[src/rtl/sr_flag_arbiter_if.sv]
// Requester-side bus of sr_flag_arbiter: per-requester req/{s,r} cmd/flag index, one-hot ack back.
interface sr_flag_arbiter_if #(
  parameter int N_REQ = 4,
  parameter int IDX_W = 3
);
  logic [N_REQ-1:0]       req;
  logic [2*N_REQ-1:0]     cmd;
  logic [IDX_W*N_REQ-1:0] idx;
  logic [N_REQ-1:0]       ack;

  modport master (output req, cmd, idx, input ack);
  modport slave  (input req, cmd, idx, output ack);
endinterface

[src/rtl/sr_flag_arbiter.sv]
// Round-robin arbitrated S/R flag bank; op latency 2 cycles (req seen in IDLE -> ack+flag update), one op per 3 cycles.
// Requesters hold req until ack; cmd 11 toggles when SR_FLAG_TOGGLE_EN is defined, otherwise it is flagged illegal.
module sr_flag_arbiter #(
  parameter int N_REQ   = 4,
  parameter int N_FLAGS = 8,
  parameter int IDX_W   = 3
) (
  input  logic               clk,
  input  logic               rst,
  sr_flag_arbiter_if.slave   bus,
  output logic [N_FLAGS-1:0] flags,
  output logic [N_FLAGS-1:0] flags_b,
  output logic               busy,
  output logic               err
);
  localparam int PTR_W = (N_REQ > 1) ? $clog2(N_REQ) : 1;

  typedef enum logic [1:0] {IDLE = 2'd0, GRANT = 2'd1, ACK = 2'd2} state_t;

  state_t             state_q, state_d;
  logic [PTR_W-1:0]   rr_ptr_q, rr_ptr_d;
  logic [PTR_W-1:0]   win_q, win_d;
  logic [PTR_W-1:0]   cand;
  logic [1:0]         cmd_q, cmd_d;
  logic [IDX_W-1:0]   idx_q, idx_d;
  logic [N_FLAGS-1:0] flags_q, flags_d;
  logic [N_REQ-1:0]   ack_q, ack_d;
  logic               err_q, err_d;
  logic               found;
  logic               in_range;

  always_comb begin
    state_d  = state_q;
    rr_ptr_d = rr_ptr_q;
    win_d    = win_q;
    cmd_d    = cmd_q;
    idx_d    = idx_q;
    flags_d  = flags_q;
    ack_d    = '0;
    err_d    = 1'b0;
    found    = 1'b0;
    cand     = '0;
    in_range = (int'(idx_q) < N_FLAGS);

    unique case (state_q)
      IDLE: begin
        // Search starts at rr_ptr so the last winner is the lowest priority.
        for (int k = 0; k < N_REQ; k++) begin
          cand = PTR_W'((int'(rr_ptr_q) + k) % N_REQ);
          if (!found && bus.req[cand]) begin
            found = 1'b1;
            win_d = cand;
          end
        end
        for (int j = 0; j < N_REQ; j++) begin
          if (found && (win_d == PTR_W'(j))) begin
            cmd_d = bus.cmd[2*j +: 2];
            idx_d = bus.idx[IDX_W*j +: IDX_W];
          end
        end
        if (found) state_d = GRANT;
      end
      GRANT: begin
        state_d      = ACK;
        ack_d[win_q] = 1'b1;
        rr_ptr_d     = (win_q == PTR_W'(N_REQ - 1)) ? '0 : win_q + 1'b1;
        if (!in_range) begin
          err_d = 1'b1;
        end else begin
          unique case (cmd_q)
            2'b01: flags_d[idx_q] = 1'b0;
            2'b10: flags_d[idx_q] = 1'b1;
            2'b11: begin
`ifdef SR_FLAG_TOGGLE_EN
              flags_d[idx_q] = ~flags_q[idx_q];
`else
              err_d = 1'b1;
`endif
            end
            default: ;
          endcase
        end
      end
      ACK:     state_d = IDLE;
      default: state_d = IDLE;
    endcase
  end

  always_ff @(posedge clk or negedge rst) begin
    if (!rst) begin
      state_q  <= IDLE;
      rr_ptr_q <= '0;
      win_q    <= '0;
      cmd_q    <= 2'b00;
      idx_q    <= '0;
      flags_q  <= '0;
      ack_q    <= '0;
      err_q    <= 1'b0;
    end else begin
      state_q  <= state_d;
      rr_ptr_q <= rr_ptr_d;
      win_q    <= win_d;
      cmd_q    <= cmd_d;
      idx_q    <= idx_d;
      flags_q  <= flags_d;
      ack_q    <= ack_d;
      err_q    <= err_d;
    end
  end

  assign bus.ack = ack_q;
  assign flags   = flags_q;
  assign flags_b = ~flags_q;
  assign busy    = (state_q != IDLE);
  assign err     = err_q;
endmodule

[src/flat_wrapper.sv]
// flat-port wrapper written by rule: the top's interface ports become plain ports
module sr_flag_arbiter_flat 
#(
  parameter int N_REQ   = 4,
  parameter int N_FLAGS = 8,
  parameter int IDX_W   = 3
)
  (clk, rst, flags, flags_b, busy, err, bus_req, bus_cmd, bus_idx, bus_ack);
  sr_flag_arbiter_if #(.N_REQ(N_REQ), .IDX_W(IDX_W)) bus_i ();
  input  logic clk;
  input  logic rst;
  output logic [N_FLAGS-1:0] flags;
  output logic [N_FLAGS-1:0] flags_b;
  output logic busy;
  output logic err;
  input wire logic [$bits(bus_i.req)-1:0] bus_req;
  input wire logic [$bits(bus_i.cmd)-1:0] bus_cmd;
  input wire logic [$bits(bus_i.idx)-1:0] bus_idx;
  output wire logic [$bits(bus_i.ack)-1:0] bus_ack;
  assign bus_i.req = bus_req;
  assign bus_i.cmd = bus_cmd;
  assign bus_i.idx = bus_idx;
  assign bus_ack = bus_i.ack;
  sr_flag_arbiter #(.N_REQ(N_REQ), .N_FLAGS(N_FLAGS), .IDX_W(IDX_W)) u_core (.clk(clk), .rst(rst), .bus(bus_i), .flags(flags), .flags_b(flags_b), .busy(busy), .err(err));
endmodule
[config.mk]
export PLATFORM = sky130hd
export DESIGN_NAME = sr_flag_arbiter_flat
export DESIGN_NICKNAME = d
export VERILOG_FILES = /design/src/rtl/sr_flag_arbiter_if.sv /design/src/rtl/sr_flag_arbiter.sv /design/src/flat_wrapper.sv
export SDC_FILE = /design/constraint.sdc
export NUM_CORES = 1
export LEC_CHECK = 0
export CORE_UTILIZATION = 23
export CTS_CLUSTER_DIAMETER = 200
export DETAILED_ROUTE_END_ITERATION = 6
export PLACE_DENSITY_LB_ADDON = 0.3
export SYNTH_ARGS = -nofsm -noshare
export SYNTH_HDL_FRONTEND = slang
export SYNTH_SLANG_ARGS = --single-unit
[constraint.sdc]
create_clock -name clk -period 6 [get_ports clk]
set_clock_uncertainty 0.1 [all_clocks]
set_input_delay 1.2 -clock clk [delete_from_list [all_inputs] [get_ports clk]]
set_output_delay 1.2 -clock clk [all_outputs]
set_load 0.02 [all_outputs]
==> flow_summary.ini, run 1 <==
[grt]
grt_max_degree = 25
grt_pass1_vias = 1341
grt_pass1_wl_um = 6341
overflow = 0
antenna_found_initial = 0
gr-usage-all-layers_pct = 10.53

[critical_path]
r2r_start = u_core.rr_ptr_q[1]
crit_path_top_delay_cell = clkdlybuf4s50_1
r2r_cells = 7
critical-path-max-stage-delay_ns = 0.71
cp_cell_sequence = clkdlybuf4s50_1 > or3b_4 > a2111oi_4 > a211o_1 > or3_1 > nand2_4 > mux2i_1 > a221oi_2
regToRegSetupSlack_ns = 3.38
cp_top_family = simple AND/OR/NAND/NOR gates
required_ns = 6.08
rr_endpoint = u_core.cmd_q[0]
cp-end-kind = register
crit_buf_inv = 1
critPathMaxFanout = 12
path_class = primary input to register
start_kind = primary input
worstPathArrival_ns = 3.75

[power_and_ir_drop]
vdd_drop_max_v = 0.0001073
p_sw_uw = 422.4
power_uw = 960.0
clkPwrFrac_pct = 9.5
seqPwrFrac_pct = 31.6
p_int_uw = 537.6
p_comb_share_pct = 58.9
p_leak_nw = 0.8999
swShare_pct = 44.00
power.density_mw_per_mm2 = 443.8

[synthesis]
synthArstFlopShare_pct = 100.0
synth_area_per_cell_um2 = 9.436
synth_cells = 170
syn_area_mm2 = 0.001604
synth_edf_count = 0
synth-seq-cells = 24
ys_warn_count = 0
synth_cell_types = 46
ys.flop_type = dfrtp_1
seq_area_frac_synth_pct = 37.44
syn-num-nets = 202

[sta]
period_minus_slack_ns = 3.676
slew_viol_final = 0
tightest_slew_ns = 1.018
rsz0062_at_grt = no
setup_slack_ns = 2.324
fmax_mhz = 272.0
post-route-period-util_pct = 61.27
hold_ws_ns = 0.4335
final_hold_viol_count = 0
final-setup-viol-count = 0
finalSetupTns_ns = 0
maxSlewHeadroom_pct = 31.95

[drt]
vias = 1368
drt_iter0_markers = 59
remaining_drc_errors = 1
ant_nets = 0
routedWlPerCell_um = 12.56
first_pass_iters = 6
wl_um = 3667
viasPerCell = 4.685

[clock_tree]
cts-root-buf = clkbuf_8
cts_resized = 0
clockBufferDepth = 2
cts_buffers = 3
cts_sinks = 24
path_clk_slew_ns = 0.08
insertion_delay_ns = 0.26
cts_tree = done
cts_setup_buffers = 0
cts_hold_buffers = 0
cts_htree_levels = 1

[floorplanning]
die_width_um = 85.51
start_util_pct = 23.74
die_h_um = 85.51
die_area_mm2 = 0.007312
core_mm2 = 0.006756
pin_count = 48
row_count = 30

[worst_hold_path]
holdPathStages = 1
hold_class = register to register

[outcome]
failed_checks = design-rule violations
status = finished with violations

[placed_design]
hpwl_um = 2819
pre_cts_slack_ns = 2.041
portBuffers = 47
gp_congestion = 0.7976
dpl-instance-area_mm2 = 0.002122

[final_layout]
drive_gt1_share_pct = 10.38
syn_to_final_growth_pct = 34.87
final_nets = 246
diodes = 0
final_common_cell = clkdlybuf4s50_1
design_area_mm2 = 0.002163
n_fill_cell = 722
final_cell_mix = 47 x clkdlybuf4s50_1, 24 x dfrtp_1, 17 x inv_1

[run]
maxCapViolCount = 0
==> layout make-up <==
class / instances / area, µm² / share of cell area [%]
repair buffers: 47 / 470.5 / 21.75
well taps: 80 / 100.1 / 4.627
clock buffers: 3 / 41.29 / 1.909
multi-input cells: 121 / 887.1 / 41.01
inverters: 17 / 63.81 / 2.950
flip-flops and latches: 24 / 600.6 / 27.76
==> routing by layer <==
metal | global-route usage (%) | share of wire, % | vias up
li1 | - | - | 687
met1 | 14.24 | 48 | 639
met2 | 17.45 | 46 | 40
met3 | 1.732 | 4.9 | 2
met4 | 2.879 | 0.74 | 0
met5 | 0 | 0 | -
==> worst max path at each step <==
stage	start	endpoint	slack, ns	depth (start not counted)
after detailed placement	bus_req[0]	u_core.cmd_q[0]	2.04	8
after CTS	bus_req[0]	u_core.cmd_q[0]	2.32	8
after floorplan	bus_req[1]	u_core.cmd_q[0]	3.01	9
after global placement	bus_req[0]	u_core.cmd_q[0]	2.14	8
final	bus_req[0]	u_core.cmd_q[0]	2.32	8
after global routing	bus_req[0]	u_core.idx_q[0]	2.17	8
==> worst reg2reg max path: cells and delay by family (launching register included) <==
family             cells  cell delay [ns]
AOI/OAI and AO/OA      3             0.82
muxes                  1             0.17
DFF                    1             0.57
and+or+nand+nor        3             0.89
==> power by group through the flow <==
stage | combinational [mW] | clock [mW] | sequential [mW]
detailed placement | 0.572 | 0 | 0.307
finish | 0.566 | 0.0909 | 0.303
global route | 0.628 | 0.101 | 0.317
CTS | 0.573 | 0.0954 | 0.303
floorplan | 0.373 | 0 | 0.313
global placement | 0.564 | 0 | 0.306
==> cells in the mapped netlist, drive strengths merged (6+ instances only) <==
cell type	number	area (µm²)
and2	6	37.54
mux2	8	90.09
inv	17	63.81
buf	7	48.79
nand2	14	60.06
a211oi	6	50.05
ha	6	75.07
a21oi	6	30.03
dfrtp	24	600.6
nor2	9	33.78
==> metrics by stage <==
step	instances	util, %
after floorplan	170	-
after global placement	289	31.41
after detailed placement	289	31.41
after CTS	292	32.02
after global routing	292	32.02
final	292	32.02
==> cells by family (layout without fill, tap and decap cells) <==
logic type | Yosys count | count (layout) | synth area share [%]
mux | 13 | 13 | 8.737
flops | 24 | 24 | 37.44
fa+ha+maj | 6 | 6 | 4.680
compound gates | 39 | 39 | 20.05
buf+inv | 25 | 67 | 7.254
simple gates | 63 | 63 | 21.84
No activity file was read; power rests on OpenSTA's default activity.
==> run 2: changes to the inputs <==
==> constraint.sdc (replaced) <==
create_clock -name clk -period 3.08 [get_ports clk]
set_clock_uncertainty 0.1 [all_clocks]
set_input_delay 0.616 -clock clk [delete_from_list [all_inputs] [get_ports clk]]
set_output_delay 0.616 -clock clk [all_outputs]
set_load 0.02 [all_outputs]
==> flow_summary.ini, run 2 (synthesis results as in run 1) <==
[drt]
ant_nets = 0
routedWlPerCell_um = 11.93
viasPerCell = 4.457
remaining_drc_errors = 1
wl_um = 3628
first_pass_iters = 6
vias = 1355
drt_iter0_markers = 48

[critical_path]
cp_cell_sequence = clkdlybuf4s50_1 > buf_4 > nand2b_1 > a211oi_1 > or3_1 > a31oi_2 > nand2_4 > mux2i_1 > a221oi_2
worstPathArrival_ns = 2.85
critPathMaxFanout = 9
crit_path_top_delay_cell = clkdlybuf4s50_1
cp-end-kind = register
critical-path-max-stage-delay_ns = 0.47
start_kind = primary input
r2r_start = u_core.rr_ptr_q[0]
required_ns = 3.16
cp-startpoint = bus_req[2]
path_class = primary input to register

[final_layout]
regArea_um2 = 600.6
final_nets = 257
diodes = 0
instances_no_fill = 304
drive_gt1_share_pct = 15.18
utilization_pct = 33.69
final_cell_mix = 47 x clkdlybuf4s50_1, 24 x dfrtp_1, 17 x inv_1
n_fill_cell = 690
final_common_cell = clkdlybuf4s50_1
syn_to_final_growth_pct = 41.89
multiInputGateArea_um2 = 887.1

[sta]
final_hold_viol_count = 0
tightest_slew_ns = 0.4939
period_minus_slack_ns = 2.765
slew_viol_final = 0
rsz0062_at_grt = no
post-route-period-util_pct = 89.76
final-setup-viol-count = 0
maxSlewHeadroom_pct = 67.00
finalSetupTns_ns = 0
fmax_mhz = 361.7

[outcome]
failed_checks = design-rule violations
status = finished with violations

[grt]
gr-usage-all-layers_pct = 10.54
grt_max_degree = 25
grt_pass1_wl_um = 6258
grt_pass1_vias = 1318
antenna_found_initial = 0
overflow = 0

[clock_tree]
insertion_delay_ns = 0.26
cts_buffers = 3
cts_setup_buffers = 0
cts_resized = 0
cts-root-buf = clkbuf_8
path_clk_slew_ns = 0.09
cts_sinks = 24
cts_hold_buffers = 0
cts_htree_levels = 1
cts_tree = done
clockBufferDepth = 2

[floorplanning]
die_width_um = 85.51
die_area_mm2 = 0.007312
row_count = 30
core_mm2 = 0.006756
die_h_um = 85.51
pin_count = 48
start_util_pct = 23.74

[power_and_ir_drop]
p_leak_nw = 0.9689
power.density_mw_per_mm2 = 875.9
power_mw = 1.993
vdd_drop_max_v = 0.0003445

[worst_hold_path]
hold_class = register to register

[placed_design]
place_inst = 300
portBuffers = 47
hpwl_um = 2834
gp_congestion = 0.8124

[run]
maxCapViolCount = 0
## run 2: metrics by stage
step           hold WS [ns]  setup slack [ns]  instance area (µm²)
4_1_cts              0.4469            0.3095                 2276
3_5_place_dp         0.4270           0.02135                 2205
6_report             0.4413            0.3155                 2276
3_3_place_gp         0.4222           0.08674                 2205
5_1_grt              0.4604            0.1028                 2276
2_1_floorplan        0.2204            0.6764                 1604
## run 2: critical path, delay by kind of cell
kind,cells,cell delay (ns)
AO/OA/AOI/OAI,3,0.74
buffers and inverters,2,0.67
AND/OR/NAND/NOR,3,0.66
multiplexers,1,0.17
## run 2: cell type report
type | instances | share of cell area [%]
sequential | 24 | 26.39
multi-input combinational | 121 | 38.98
inverter | 17 | 2.804
clock inverter | 1 | 1.319
tap | 80 | 4.398
clock buffer | 3 | 1.814
timing repair buffer | 58 | 24.30
## run 2: path summary, 6_finish.rpt
check                                     to  slack (ns)  cells after the start
max in group asynchronous    u_core.idx_q[2]        2.04                      2
setup reg to reg             u_core.cmd_q[0]        0.59                      7
hold reg to reg                     register        0.44                      1
min in group asynchronous  u_core.bus.ack[0]        0.61                      2
hold / removal                      register        0.44                      1
setup / recovery             u_core.cmd_q[0]        0.32                      9
## run 2: routing by layer
metal	vias to the layer above	wire, µm	part of all wire [%]	global-route usage (%)
met3	2	131	3.6	1.540
met5	-	0	0	0
li1	714	-	-	-
met1	601	1843	51	15.02
met4	0	8	0.22	3.636
met2	38	1645	45	16.29
## run 2: report_power, final
| group | switching [mW] | internal [mW] | total, mW |
|---|---|---|---|
| sequential | 0.133 | 0.445 | 0.578 |
| clock | 0.0998 | 0.174 | 0.273 |
| combinational | 0.594 | 0.548 | 1.14 |
| total | 0.827 | 1.17 | 1.99 |
